$ cat config.mk
export PLATFORM = sky130hd
export DESIGN_NAME = rx_cfg_sched_flat
export DESIGN_NICKNAME = d
export VERILOG_FILES = /design/src/rtl/rx_cfg_sched_if.sv /design/src/rtl/rx_cfg_sched.sv /design/src/flat_wrapper.sv
export SDC_FILE = /design/constraint.sdc
export NUM_CORES = 1
export LEC_CHECK = 0
export CORE_MARGIN = 2
export CORE_UTILIZATION = 47
export CTS_CLUSTER_DIAMETER = 30
export DETAILED_ROUTE_END_ITERATION = 10
export GPL_TIMING_DRIVEN = 0
export PLACE_DENSITY = 0.87
export SYNTH_ARGS = -nofsm -noshare
export SYNTH_HDL_FRONTEND = slang
export SYNTH_SLANG_ARGS = --single-unit
$ cat constraint.sdc
create_clock -name cpu_clk -period 4.9 [get_ports cpu_clk]
set_clock_uncertainty 0.1 [all_clocks]
set_input_delay 0.735 -clock cpu_clk [delete_from_list [all_inputs] [get_ports cpu_clk]]
set_output_delay 0.735 -clock cpu_clk [all_outputs]
set_load 0.03 [all_outputs]
$ cat src/rtl/rx_cfg_sched_if.sv
// Bundle between cpu-domain requesters and the configuration write scheduler.
// Requester side: req, req_wide, req_op, req_dh, req_dl, ecpu_busy.
// Receiver side:  ack, busy, tos_o, freeze_o, wr_o, op_o, freq_l_o.
// master = the requesters/receiver environment, slave = the scheduler.
interface rx_cfg_sched_if #(
  parameter int unsigned NREQ = 3,
  parameter int unsigned OP_W = 11
) ();
  logic [NREQ-1:0]      req;
  logic [NREQ-1:0]      req_wide;
  logic [NREQ*OP_W-1:0] req_op;
  logic [NREQ*16-1:0]   req_dh;
  logic [NREQ*32-1:0]   req_dl;
  logic                 ecpu_busy;
  logic [NREQ-1:0]      ack;
  logic                 busy;
  logic [31:0]          tos_o;
  logic                 freeze_o;
  logic                 wr_o;
  logic [OP_W-1:0]      op_o;
  logic                 freq_l_o;

  modport master (
    output req, req_wide, req_op, req_dh, req_dl, ecpu_busy,
    input  ack, busy, tos_o, freeze_o, wr_o, op_o, freq_l_o
  );

  modport slave (
    input  req, req_wide, req_op, req_dh, req_dl, ecpu_busy,
    output ack, busy, tos_o, freeze_o, wr_o, op_o, freq_l_o
  );
endinterface

$ cat src/rtl/rx_cfg_sched.sv
// Configuration write scheduler: round-robin grant among cpu-domain
// requesters, then freeze / wait / write / settle strobe sequence into the
// receiver, split into high and low halves for 48-bit values, then ack.
// Ports: cpu_clk, rst_n (async active-low), bus (rx_cfg_sched_if.slave).
// All bus outputs are registered, so each lags the state register by a cycle.
module rx_cfg_sched #(
  parameter int unsigned NREQ   = 3,
  parameter int unsigned OP_W   = 11,
  parameter int unsigned GAP    = 4,
  parameter int unsigned SETTLE = 6
) (
  input  logic         cpu_clk,
  input  logic         rst_n,
  rx_cfg_sched_if.slave bus
);

  localparam int unsigned IDX_W = $clog2(NREQ);
  localparam int unsigned CMAX  = (GAP > SETTLE) ? GAP : SETTLE;
  localparam int unsigned CNT_W = $clog2(CMAX + 1);

  typedef enum logic [2:0] {
    S_IDLE, S_FREEZE, S_GAP, S_WRITE, S_SETTLE, S_ACK
  } state_t;

  state_t            state_q, state_d;
  logic [CNT_W-1:0]  cnt_q, cnt_d;
  logic [IDX_W-1:0]  ptr_q, ptr_d;
  logic [IDX_W-1:0]  grant_q, grant_d;
  logic              phase_q, phase_d;
  logic [OP_W-1:0]   l_op_q, l_op_d;
  logic [15:0]       l_dh_q, l_dh_d;
  logic [31:0]       l_dl_q, l_dl_d;
  logic              l_wide_q, l_wide_d;

  logic [NREQ-1:0]   ack_q, ack_d;
  logic              busy_q, busy_d;
  logic [31:0]       tos_q, tos_d;
  logic              freeze_q, freeze_d;
  logic              wr_q, wr_d;
  logic [OP_W-1:0]   op_out_q, op_out_d;
  logic              freq_l_q, freq_l_d;

  logic              found_c;
  logic [IDX_W-1:0]  gidx_c;
  logic [OP_W-1:0]   gop_c;
  logic [15:0]       gdh_c;
  logic [31:0]       gdl_c;
  logic              gwide_c;

  // Round-robin search: first set req bit starting at ptr+1, wrapping.
  always_comb begin
    found_c = 1'b0;
    gidx_c  = '0;
    for (int unsigned k = 1; k <= NREQ; k++) begin
      if (!found_c && bus.req[IDX_W'((32'(ptr_q) + k) % NREQ)]) begin
        found_c = 1'b1;
        gidx_c  = IDX_W'((32'(ptr_q) + k) % NREQ);
      end
    end
  end

  // Payload mux for the winning requester.
  always_comb begin
    gop_c   = '0;
    gdh_c   = '0;
    gdl_c   = '0;
    gwide_c = 1'b0;
    for (int unsigned i = 0; i < NREQ; i++) begin
      if (gidx_c == IDX_W'(i)) begin
        gop_c   = bus.req_op[i*OP_W +: OP_W];
        gdh_c   = bus.req_dh[i*16 +: 16];
        gdl_c   = bus.req_dl[i*32 +: 32];
        gwide_c = bus.req_wide[i];
      end
    end
  end

  // State register and all registered outputs.
  always_ff @(posedge cpu_clk or negedge rst_n) begin
    if (!rst_n) begin
      state_q  <= S_IDLE;
      cnt_q    <= '0;
      ptr_q    <= IDX_W'(NREQ - 1);
      grant_q  <= '0;
      phase_q  <= 1'b0;
      l_op_q   <= '0;
      l_dh_q   <= '0;
      l_dl_q   <= '0;
      l_wide_q <= 1'b0;
      ack_q    <= '0;
      busy_q   <= 1'b0;
      tos_q    <= '0;
      freeze_q <= 1'b0;
      wr_q     <= 1'b0;
      op_out_q <= '0;
      freq_l_q <= 1'b0;
    end else begin
      state_q  <= state_d;
      cnt_q    <= cnt_d;
      ptr_q    <= ptr_d;
      grant_q  <= grant_d;
      phase_q  <= phase_d;
      l_op_q   <= l_op_d;
      l_dh_q   <= l_dh_d;
      l_dl_q   <= l_dl_d;
      l_wide_q <= l_wide_d;
      ack_q    <= ack_d;
      busy_q   <= busy_d;
      tos_q    <= tos_d;
      freeze_q <= freeze_d;
      wr_q     <= wr_d;
      op_out_q <= op_out_d;
      freq_l_q <= freq_l_d;
    end
  end

  // Next-state and next-output logic.
  always_comb begin
    state_d  = state_q;
    cnt_d    = cnt_q;
    ptr_d    = ptr_q;
    grant_d  = grant_q;
    phase_d  = phase_q;
    l_op_d   = l_op_q;
    l_dh_d   = l_dh_q;
    l_dl_d   = l_dl_q;
    l_wide_d = l_wide_q;
    ack_d    = '0;
    busy_d   = (state_q != S_IDLE);
    tos_d    = tos_q;
    freeze_d = 1'b0;
    wr_d     = 1'b0;
    op_out_d = '0;
    freq_l_d = 1'b0;

    case (state_q)
      S_IDLE: begin
        if (!bus.ecpu_busy && found_c) begin
          grant_d  = gidx_c;
          l_op_d   = gop_c;
          l_dh_d   = gdh_c;
          l_dl_d   = gdl_c;
          l_wide_d = gwide_c;
          // Narrow writes skip straight to the low (only) half.
          phase_d  = !gwide_c;
          state_d  = S_FREEZE;
        end
      end
      S_FREEZE: begin
        freeze_d = 1'b1;
        tos_d    = phase_q ? l_dl_q : {16'h0000, l_dh_q};
        cnt_d    = CNT_W'(GAP - 1);
        state_d  = S_GAP;
      end
      S_GAP: begin
        if (cnt_q == '0) state_d = S_WRITE;
        else             cnt_d   = cnt_q - CNT_W'(1);
      end
      S_WRITE: begin
        wr_d     = 1'b1;
        op_out_d = l_op_q;
        freq_l_d = l_wide_q & phase_q;
        cnt_d    = CNT_W'(SETTLE - 1);
        state_d  = S_SETTLE;
      end
      S_SETTLE: begin
        if (cnt_q != '0) begin
          cnt_d = cnt_q - CNT_W'(1);
        end else if (!phase_q) begin
          phase_d = 1'b1;
          state_d = S_FREEZE;
        end else begin
          state_d = S_ACK;
        end
      end
      S_ACK: begin
        for (int unsigned i = 0; i < NREQ; i++) begin
          ack_d[i] = (grant_q == IDX_W'(i));
        end
        ptr_d   = grant_q;
        state_d = S_IDLE;
      end
      default: state_d = S_IDLE;
    endcase
  end

  assign bus.ack      = ack_q;
  assign bus.busy     = busy_q;
  assign bus.tos_o    = tos_q;
  assign bus.freeze_o = freeze_q;
  assign bus.wr_o     = wr_q;
  assign bus.op_o     = op_out_q;
  assign bus.freq_l_o = freq_l_q;

endmodule

$ cat src/flat_wrapper.sv
// flat-port wrapper written by rule: the top's interface ports become plain ports
module rx_cfg_sched_flat 
#(
  parameter int unsigned NREQ   = 3,
  parameter int unsigned OP_W   = 11,
  parameter int unsigned GAP    = 4,
  parameter int unsigned SETTLE = 6
)
  (cpu_clk, rst_n, bus_req, bus_req_wide, bus_req_op, bus_req_dh, bus_req_dl, bus_ecpu_busy, bus_ack, bus_busy, bus_tos_o, bus_freeze_o, bus_wr_o, bus_op_o, bus_freq_l_o);
  rx_cfg_sched_if #(.NREQ(NREQ), .OP_W(OP_W)) bus_i ();
  input  logic cpu_clk;
  input  logic rst_n;
  input wire logic [$bits(bus_i.req)-1:0] bus_req;
  input wire logic [$bits(bus_i.req_wide)-1:0] bus_req_wide;
  input wire logic [$bits(bus_i.req_op)-1:0] bus_req_op;
  input wire logic [$bits(bus_i.req_dh)-1:0] bus_req_dh;
  input wire logic [$bits(bus_i.req_dl)-1:0] bus_req_dl;
  input wire logic [$bits(bus_i.ecpu_busy)-1:0] bus_ecpu_busy;
  output wire logic [$bits(bus_i.ack)-1:0] bus_ack;
  output wire logic [$bits(bus_i.busy)-1:0] bus_busy;
  output wire logic [$bits(bus_i.tos_o)-1:0] bus_tos_o;
  output wire logic [$bits(bus_i.freeze_o)-1:0] bus_freeze_o;
  output wire logic [$bits(bus_i.wr_o)-1:0] bus_wr_o;
  output wire logic [$bits(bus_i.op_o)-1:0] bus_op_o;
  output wire logic [$bits(bus_i.freq_l_o)-1:0] bus_freq_l_o;
  assign bus_i.req = bus_req;
  assign bus_i.req_wide = bus_req_wide;
  assign bus_i.req_op = bus_req_op;
  assign bus_i.req_dh = bus_req_dh;
  assign bus_i.req_dl = bus_req_dl;
  assign bus_i.ecpu_busy = bus_ecpu_busy;
  assign bus_ack = bus_i.ack;
  assign bus_busy = bus_i.busy;
  assign bus_tos_o = bus_i.tos_o;
  assign bus_freeze_o = bus_i.freeze_o;
  assign bus_wr_o = bus_i.wr_o;
  assign bus_op_o = bus_i.op_o;
  assign bus_freq_l_o = bus_i.freq_l_o;
  rx_cfg_sched #(.NREQ(NREQ), .OP_W(OP_W), .GAP(GAP), .SETTLE(SETTLE)) u_core (.cpu_clk(cpu_clk), .rst_n(rst_n), .bus(bus_i));
endmodule
# [After elaboration in Yosys (flattened, before gate mapping)]
# Index checks and enable logic that the tools add are counted.
[op_classes] n_addsub=4 n_div=3 magnitude_cmp=3 n_eq_ne=14 n_mux=41 n_bitwise=1 reduce_logical=19
[ops] operator="2-to-1 mux 32 bit" n=4
[ops] operator="modulo 32 x 2 -> 32 bit, second input constant" n=3
[ops] operator="2-to-1 mux 16 bit" n=3
[ops] operator="2-to-1 mux 11 bit" n=4
[ops] operator="2-to-1 mux 3 bit" n=7
[ops] operator="one-hot mux 3 bit (5 select lines)" n=1
[ops] operator="2-to-1 mux 1 bit" n=14
[ops] operator="one-hot mux 3 bit (4 select lines)" n=1
[ops] operator="less-than comparator 2 x 3 -> 1 bit, second input constant" n=3
[ops] operator="AND reduction 3 bit" n=3
[ops] operator="adder 2 x 2 -> 3 bit, second input constant" n=2
[ops] operator="binary-select mux 1 bit (select 2 bit)" n=3
[ops] operator="equality test 3 x 2 -> 1 bit, second input constant" n=2
[ops] operator="equality test 3 bit, second input constant" n=2
[ops] operator="zero test 3 bit" n=2
[ops] operator="2-to-1 mux 2 bit" n=3
[ops] operator="!= test 2 x 1 -> 1 bit, second input constant" n=3
[ops] operator="nonzero test 3 bit" n=2
[ops] operator="equality test 2 x 1 -> 1 bit, second input constant" n=2
[ops] operator="equality test 2 bit, second input constant" n=2
[ops] operator="zero test 1 bit" n=4
[ops] operator="zero test 2 bit" n=2
[ops] operator="!= test 2 bit, second input constant" n=2
[ops] operator="nonzero test 4 bit" n=1
[ops] operator="other kinds (8)" n=10
[totals] register_bits=121 inputBits=186 output_inout_bits=50 word_cells=101

# [Depth between registers and ports, before layout]
# Gate-level depths: netlist of the first run.
[logic_depth] word_depth=18 ltp_mapped=11 depth_no_buf=8

# [Worst setup path before layout of the first run]
# Ideal clock, no wire load.
[synth_path] path_kind="reg-to-reg" startpoint="reg u_core.ptr_q[1]" endpoint="reg u_core.l_dh_q[0]" setup_time_ns=0.132 t_arrival_ns=2.478 required_time_ns=4.668 slack_ns=2.189 path_stages_with_launch=11 n_path_buf=2 synth_period_minus_slack_ns=2.711 cell_sequence="dfstp_2 -> inv_1 -> ha_1 -> or2_2 -> a32o_1 -> or2_4 -> o21a_1 -> buf_6 -> buf_6 -> a222oi_1 -> o21ai_1"
[synth_between] elab_chain_cells=15 word_cells_on_any_way=30 cone_classes="3 x add/sub; 3 x div; 2 x eq/ne; 15 x mux; 7 x reduce/logical"
[synth_rtl] element="from (decl)" line_no="rx_cfg_sched.sv:27" rtl="logic [IDX_W-1:0] ptr_q, ptr_d;"
[synth_rtl] element="from (signal assigned)" line_no="rx_cfg_sched.sv:83" rtl="ptr_q <= IDX_W'(NREQ - 1);"
[synth_rtl] element="from (signal assigned)" line_no="rx_cfg_sched.sv:100" rtl="ptr_q <= ptr_d;"
[synth_rtl] element="adder 2 x 1 -> 3 bit" line_no="rx_cfg_sched.sv:55, rx_cfg_sched.sv:57"
[synth_rtl] element="modulo 32 x 2 -> 32 bit" line_no="rx_cfg_sched.sv:55, rx_cfg_sched.sv:57"
[synth_rtl] element="binary-select mux 1 bit (select 2 bit)" line_no="rx_cfg_sched.sv:55" rtl="if (!found_c && bus.req[IDX_W'((32'(ptr_q) + k) % NREQ)]) begin"
[synth_rtl] element="2-to-1 mux 1 bit (implied by the code)" line_no="rx_cfg_sched.sv:55"
[synth_rtl] element="2-to-1 mux 1 bit" line_no="rx_cfg_sched.sv:55"
[synth_rtl] element="zero test 1 bit" line_no="rx_cfg_sched.sv:55"
[synth_rtl] element="logical AND 1 bit" line_no="rx_cfg_sched.sv:55"
[synth_rtl] element="2-to-1 mux 1 bit" line_no="rx_cfg_sched.sv:55"
[synth_rtl] element="zero test 1 bit" line_no="rx_cfg_sched.sv:55"
[synth_rtl] element="logical AND 1 bit" line_no="rx_cfg_sched.sv:55"
[synth_rtl] element="2-to-1 mux 2 bit" line_no="rx_cfg_sched.sv:55"
[synth_rtl] element="zero test 2 bit" line_no="rx_cfg_sched.sv:69" rtl="if (gidx_c == IDX_W'(i)) begin"
[synth_rtl] element="2-to-1 mux 16 bit (3 in series)" line_no="rx_cfg_sched.sv:69"
[synth_rtl] element="to (signal assigned)" line_no="rx_cfg_sched.sv:104" rtl="l_dh_q <= l_dh_d;"
[synth_rtl] element="to (decl)" line_no="rx_cfg_sched.sv:31" rtl="logic [15:0] l_dh_q, l_dh_d;"
# Parallel ways exist; a longest one is shown, timed or not. The select of a mux whose other input is x is not followed.
# A chain may end at the register's enable or synchronous reset.

# [Worst setup path after layout of the first run]
[layout_path] startpoint="reg u_core.ptr_q[1]" endpoint="reg u_core.l_op_q[1]"
[layout_between] elab_chain_cells=15 word_cells_on_any_way=30 cone_classes="3 x add/sub; 3 x div; 2 x eq/ne; 15 x mux; 7 x reduce/logical"
[layout_rtl] element="adder 2 x 1 -> 3 bit" line_no="rx_cfg_sched.sv:55, rx_cfg_sched.sv:57"
[layout_rtl] element="modulo 32 x 2 -> 32 bit" line_no="rx_cfg_sched.sv:55, rx_cfg_sched.sv:57"
[layout_rtl] element="binary-select mux 1 bit (select 2 bit)" line_no="rx_cfg_sched.sv:55"
[layout_rtl] element="2-to-1 mux 1 bit (implied by the code)" line_no="rx_cfg_sched.sv:55"
[layout_rtl] element="2-to-1 mux 1 bit" line_no="rx_cfg_sched.sv:55"
[layout_rtl] element="zero test 1 bit" line_no="rx_cfg_sched.sv:55"
[layout_rtl] element="logical AND 1 bit" line_no="rx_cfg_sched.sv:55"
[layout_rtl] element="2-to-1 mux 1 bit" line_no="rx_cfg_sched.sv:55"
[layout_rtl] element="zero test 1 bit" line_no="rx_cfg_sched.sv:55"
[layout_rtl] element="logical AND 1 bit" line_no="rx_cfg_sched.sv:55"
[layout_rtl] element="2-to-1 mux 2 bit" line_no="rx_cfg_sched.sv:55"
[layout_rtl] element="zero test 2 bit" line_no="rx_cfg_sched.sv:69"
[layout_rtl] element="2-to-1 mux 11 bit (3 in series)" line_no="rx_cfg_sched.sv:69"
[layout_rtl] element="to (signal assigned)" line_no="rx_cfg_sched.sv:103" rtl="l_op_q <= l_op_d;"
[layout_rtl] element="to (decl)" line_no="rx_cfg_sched.sv:30" rtl="logic [OP_W-1:0] l_op_q, l_op_d;"
# Parallel ways exist; a longest one is shown, timed or not. The select of a mux whose other input is x is not followed.

==> results of run 1 <==
[worst max-delay path, stage by stage, from the launching register on]
cell      delay [ns]
dfstp_2         0.54
inv_1           0.06
ha_1            0.25
or2_2           0.33
a32o_1          0.32
o21ai_2         0.42
buf_2           0.38
clkbuf_1        0.54
a222oi_1        0.17
o21ai_0         0.21
[power groups by stage]
stage / logic (uW) / clock network, uW / registers [uW]
5_1_grt: 3340 / 1260 / 1720
2_1_floorplan: 1670 / 0 / 1900
4_1_cts: 3070 / 1210 / 1670
3_3_place_gp: 2930 / 0 / 1650
6_report: 3100 / 1210 / 1680
3_5_place_dp: 3050 / 0 / 1680
[cell type report]
class | count | area (um^2) | area share [%]
sequential | 121 | 3029 | 33.95
buffer | 48 | 229.0 | 2.566
timing repair buffer | 236 | 2381 | 26.68
multi-input combinational | 412 | 2497 | 27.99
inverter | 8 | 30.03 | 0.3365
clock inverter | 8 | 95.09 | 1.066
clock buffer | 23 | 478.0 | 5.356
tap | 147 | 183.9 | 2.061
[worst paths after layout]
kind | slack, ns | endpoint
setup / recovery | 1.50 | u_core.l_op_q[1]
hold / removal | 0.19 | u_core.l_op_q[5]
setup reg to reg | 1.50 | u_core.l_op_q[1]
hold reg to reg | 0.36 | u_core.bus.tos_o[18]
max in group asynchronous | 3.79 | u_core.ptr_q[1]
min in group cpu_clk | 0.36 | u_core.bus.tos_o[18]
[logic make-up after synthesis]
logic type,after synthesis
buffers and inverters,56
flip-flops,121
adder cells (fa/ha/maj),5
XOR/XNOR,2
AO/OA/AOI/OAI,161
multiplexers,44
AND/OR/NAND/NOR,200
[per-stage QoR]
step	setup TNS, ns	util [%]
5_1_grt	0	74.29
2_1_floorplan	0	-
3_5_place_dp	0	69.52
3_3_place_gp	-169.80	69.28
6_report	0	74.29
4_1_cts	0	74.29
[layout by cell type, fill, tap and decap left out, types with 2 or more instances in the layout]
cell type	n
inv_1	8
xnor2_1	2
a31oi_1	2
buf_6	5
mux2i_1	26
ha_1	5
mux2_2	17
bufinv_16	2
clkinvlp_4	2
o21ai_0	55
nor3b_1	3
dfrtp_1	120
o22ai_1	3
clkinv_2	4
a21oi_1	23
nor3_1	2
nor2_1	39
nand2_1	101
clkbuf_1	30
and3_1	12
a222oi_1	38
nand3b_1	4
nor2b_1	4
o211ai_1	10
clkbuf_8	3
buf_1	2
o21ai_2	2
o21ai_1	20
clkdlybuf4s50_1	234
clkbuf_16	17
nand2b_1	4
buf_2	15
o21a_1	3
nand3_1	25
[cells in the mapped netlist (5+ instances only)]
library cell / number
inv_1: 8
a21oi_1: 23
o21ai_0: 55
nor2_1: 39
nand3_1: 25
o21ai_1: 20
ha_1: 5
mux2_2: 17
buf_2: 15
dfrtp_1: 120
and3_1: 12
a222oi_1: 38
mux2i_1: 26
o211ai_1: 10
clkbuf_1: 27
nand2_1: 101
[registers in the layout (all words and copies together), names as in the netlist]
signal and flops:
u_core.bus.ack 3, u_core.bus.wr_o 1, u_core.state_q 3, u_core.l_wide_q 1, u_core.bus.op_o 11, u_core.l_dh_q 16, u_core.bus.freeze_o 1, u_core.l_dl_q 32
u_core.bus.freq_l_o 1, u_core.bus.busy 1, u_core.cnt_q 3, u_core.bus.tos_o 32, u_core.grant_q 2, u_core.l_op_q 11, u_core.ptr_q 2, u_core.phase_q 1
[routing by layer]
metal,GRT usage (%),part of all wire (%)
met1,34.42,36
met2,54.82,53
met3,7.433,8.9
met4,11.49,2.1
met5,0,0
==> results.yml, run 1 <==
yosys:
  syn_nets: 780
  ys_ff_latch: 121
  yosysSeqAreaShare_pct: 52.36
  ys_types: 41
  synth_area_leaders: "dfrtp_1, a222oi_1, nand2_1, o21ai_0, mux2i_1"
  synth_top_family_by_area: "compound AO/OA/AOI/OAI gates"
  synth_compound_gate_area_share_pct: 18.49
  synth-adder-area-share_pct: 1.081
  synth_xor_area_share_pct: 0.3028
  synth_area_um2: 5786
  synth_cells: 589
  synthMuxAreaShare_pct: 8.067
  yosysTopAreaCell: "dfrtp_1"
  synth_top_area_share_pct: 51.90
  syn_avg_cell_area_um2: 9.823
  ys_warn_count: 0
  postSynth.asyncResetShare_pct: 100.0
  synthSimpleGateAreaFrac_pct: 15.22
  synthFlopType: "dfrtp_1"
  synth-edff-count: 0
floorplan:
  initial_core_util_pct: 48.17
  io_pins: 236
  core_area_um2: 12010
  die-area_um2: 13210
  die_y_um: 115.0
  rows: 40
  die_w_um: 115.0
routing:
  drc: 0
  drt_iter0_drc: 605
  dr_total_vias: 5847
  final_antenna_net_count: 0
  dr.pass1.iters: 6
  via_per_inst: 5.830
  totalWireLength_mm: 19.92
  wl_per_cell_um: 19.86
pwr:
  p_comb_share_pct: 51.8
  intPower_uw: 3442
  switching_power_uw: 2542
  switching_share_pct: 42.48
  power.total_uw: 5984
  ir_worst_vdd_mv: 0.3469
  leakagePower_uw: 0.003863
  p_seq_share_pct: 28.0
  power_frac_clock_pct: 20.2
  power_density_nw_per_um2: 670.6
clock_tree:
  cts_inserted_buffers: 17
  cts_hold_buf: 0
  clock_sinks: 121
  clk_pin_slew_ns: 0.05
  cts_root_buffer: "clkbuf_16"
  post_cts.repair.setup_buffers: 0
  tritoncts: "yes"
  htreeDepth: 4
  clkLatencyLatePin_ns: 0.41
  ctsResizeCount: 0
  clockBufferDepth: 2
setup_path:
  crit_type: "flip-flop to flip-flop"
  cp.required_ns: 5.12
  timing.critical_path.to_type: "flip-flop"
  reg2reg_depth: 9
  cp.arrival_ns: 3.62
  worst_r2r_startpoint: "u_core.ptr_q[1]"
  startpoint: "u_core.ptr_q[1]"
  start_kind: "flip-flop"
  crit_fanout: 10
layout:
  fin_cells: 1003
  layout.nets: 1035
  final_cell_area_um2: 8924
  antennaDiodeCount: 0
  fill_cells: 848
  syn_to_final_growth_pct: 54.24
  drive_gt1_share_pct: 8.528
global_route:
  grt_pass1_vias: 6041
  track_usage_pct: 30.23
  antenna_found_initial: 0
  overflow: 0
  grt_max_degree: 67
  grt_pass1_wl_mm: 30.15
placed_design:
  dpl.cell_count: 972
  dpl_cell_area_um2: 8351
  place_ws_ns: 1.171
  io_buffers: 235
  hpwlAfterDp_mm: 14.85
  gp_congestion: 0.8979
timing:
  rsz0062_at_grt: "false"
  fmax_mhz: 294.2
  fin_crit_sh_pct: 69.37
  tightest_slew_ns: 0.9711
  slew_viol_final: 0
  setup_violations: 0
  hold_viol_final: 0
  relSlewSlack_pct: 34.76
  period_minus_slack_ns: 3.399
  post-route-worst-setup-slack_ns: 1.501
  fin_hold_ws_ns: 0.1874
job:
  cap_violations: 0
outcome:
  status: "complete, no violations"
hold_path:
  hold_class: "primary input to asynchronous set/reset pin"
No activity file was read; power rests on OpenSTA's default activity.
==> inputs of run 2 (changes only) <==
--- a/config.mk
+++ b/config.mk
@@ -6,11 +6,11 @@
 export NUM_CORES = 1
 export LEC_CHECK = 0
 export CORE_MARGIN = 2
-export CORE_UTILIZATION = 47
+export CORE_UTILIZATION = 44
 export CTS_CLUSTER_DIAMETER = 30
 export DETAILED_ROUTE_END_ITERATION = 10
 export GPL_TIMING_DRIVEN = 0
-export PLACE_DENSITY = 0.87
+export PLACE_DENSITY = 0.83
 export SYNTH_ARGS = -nofsm -noshare
 export SYNTH_HDL_FRONTEND = slang
 export SYNTH_SLANG_ARGS = --single-unit
==> constraint.sdc (replaced) <==
create_clock -name cpu_clk -period 3.55 [get_ports cpu_clk]
set_clock_uncertainty 0.1 [all_clocks]
set_input_delay 0.5325 -clock cpu_clk [delete_from_list [all_inputs] [get_ports cpu_clk]]
set_output_delay 0.5325 -clock cpu_clk [all_outputs]
set_load 0.03 [all_outputs]
==> results.yml, run 2 (synthesis results as in run 1) <==
timing:
  fmax_mhz: 295.7
  slew_viol_final: 0
  fin_crit_sh_pct: 95.25
  rsz0062_at_grt: "false"
  period_minus_slack_ns: 3.381
  relSlewSlack_pct: 36.12
  hold_viol_final: 0
  setup_violations: 0
  post-route-worst-setup-slack_ns: 0.1685
  tightest_slew_ns: 0.9509
setup_path:
  startpoint: "u_core.ptr_q[0]"
  crit_path_max_incr_delay_ns: 0.55
  crit_type: "flip-flop to flip-flop"
  cp_slowest_cell: "clkbuf_1"
  crit_path_cell_trace: "inv_1 -> ha_1 -> or2_2 -> a32o_1 -> or2_4 -> o21ai_2 -> clkbuf_1 -> a222oi_1 -> o21ai_0"
  timing.critical_path.to_type: "flip-flop"
  cp.arrival_ns: 3.59
  path_buf_inv: 2
  r2r_end: "u_core.l_dl_q[26]"
  critical_path.endpoint: "u_core.l_dl_q[26]"
  critPathTopFamily: "compound AO/OA/AOI/OAI gates"
  path_depth: 9
  start_kind: "flip-flop"
  reg2reg_depth: 9
  crit_fanout: 10
  cp.required_ns: 3.76
  regToRegSetupSlack_ns: 0.17
  worst_r2r_startpoint: "u_core.ptr_q[0]"
routing:
  via_per_inst: 5.632
  dr_total_vias: 5801
  final_antenna_net_count: 0
  wl_per_cell_um: 19.26
  dr.pass1.iters: 7
  drc: 0
  totalWireLength_mm: 19.84
  drt_iter0_drc: 687
placed_design:
  io_buffers: 235
  place_ws_ns: -0.03348
  hpwlAfterDp_mm: 14.79
  gp_congestion: 0.8545
  dpl_cell_area_um2: 8382
global_route:
  use_met2_pct: 50.83
  grt_pass1_wl_mm: 30.64
  grtUsageMet1_pct: 32.36
  grt_max_degree: 88
  grt_pass1_vias: 5903
  overflow: 0
  busiest_layer: "met2"
  track_usage_pct: 28.19
  antenna_found_initial: 0
  gr-usage-met3_pct: 6.853
layout:
  multi_input_comb_area_um2: 2497
  most-common-layout-cells: "clkdlybuf4s50_1, dfrtp_1, nand2_1"
  syn_to_final_growth_pct: 54.89
  antennaDiodeCount: 0
  fill_cells: 972
  final_cell_area_um2: 8961
  ff_latch_area_um2: 3029
  drive_gt1_share_pct: 8.974
  layout.nets: 1036
  mostFrequentLayoutCell: "clkdlybuf4s50_1"
floorplan:
  core_area_um2: 12720
  die_y_um: 118.7
  initial_core_util_pct: 45.48
  die_w_um: 118.7
  rows: 41
  die-area_um2: 14080
  io_pins: 236
clock_tree:
  clock_sinks: 121
  cts_inserted_buffers: 17
  tritoncts: "yes"
  clkLatencyLatePin_ns: 0.42
  clk_pin_slew_ns: 0.05
  htreeDepth: 4
  cts_root_buffer: "clkbuf_16"
  clockBufferDepth: 2
pwr:
  ir_worst_vdd_mv: 0.5500
  power_density_nw_per_um2: 914.8
  leakagePower_uw: 0.003863
job:
  cap_violations: 0
hold_path:
  hold_depth: 2
  hold_class: "flip-flop to flip-flop"
outcome:
  status: "complete, no violations"
## run 2: cell types whose count changed in the layout (fill, tap and decap cells not counted), sizes merged
| cell | delta |
|---|---|
| dlygate4sd3 | +1 |
| clkinvlp | +2 |
| bufinv | -1 |
| clkinv | +2 |
| clkbuf | -2 |
## run 2: tightest hold or removal path, cell delays in order, from the launching register on
cell and delay [ns]:
dfrtp_1 0.34, nand2_1 0.05, nand2_1 0.05
## run 2: power breakdown
group | total (uW) | internal, uW | switching [uW]
clock | 1630 | 1010 | 617
sequential | 2320 | 1970 | 347
combinational | 4250 | 1700 | 2550
## run 2: layout make-up
type	instances	share of cell area, %
Buffer	48	2.569
Clock buffer	21	5.250
Clock inverter	11	1.089
Inverter	8	0.3351
Multi-Input combinational cell	412	27.87
Sequential cell	121	33.80
Tap cell	172	2.402
Timing Repair Buffer	237	26.68
## run 2: per-stage QoR
| step | util [%] | std cells | hold WS [ns] | TNS, ns | total power, uW |
|---|---|---|---|---|---|
| 2_1_floorplan | - | 589 | 0.1369 | 0 | 4930 |
| 3_3_place_gp | 65.66 | 996 | 0.3503 | -307.90 | 6326 |
| 3_5_place_dp | 65.88 | 997 | 0.3477 | -0.03899 | 6538 |
| 4_1_cts | 70.43 | 1030 | 0.3663 | 0 | 8192 |
| 5_1_grt | 70.44 | 1030 | 0.3896 | 0 | 8658 |
| 6_report | 70.44 | 1030 | 0.3635 | 0 | 8198 |
## run 2: worst min-delay path by stage
stage / to / start
after global placement: u_core.bus.tos_o[30] / u_core.bus.tos_o[30]
after CTS: u_core.bus.tos_o[23] / u_core.bus.tos_o[23]
after floorplan: u_core.bus.ack[0] / rst_n
after global routing: u_core.bus.tos_o[28] / u_core.bus.tos_o[28]
after detailed placement: u_core.cnt_q[0] / rst_n
final: u_core.bus.tos_o[23] / u_core.bus.tos_o[23]
## run 2: per-layer routing
| layer | vias up | routed length (um) |
|---|---|---|
| li1 | 2656 | - |
| met1 | 2801 | 7447 |
| met2 | 310 | 10470 |
| met3 | 34 | 1508 |
| met4 | 0 | 410 |
| met5 | - | 0 |
## run 2: what timing repair did
item | 4_1_cts | 5_1_grt
hold buffers | 1 | 0
hold endpoints to repair | 33 | 0
resized for setup | 0 | 2
endpoints found under the setup margin | 0 | 6
setup buffers | 0 | 0
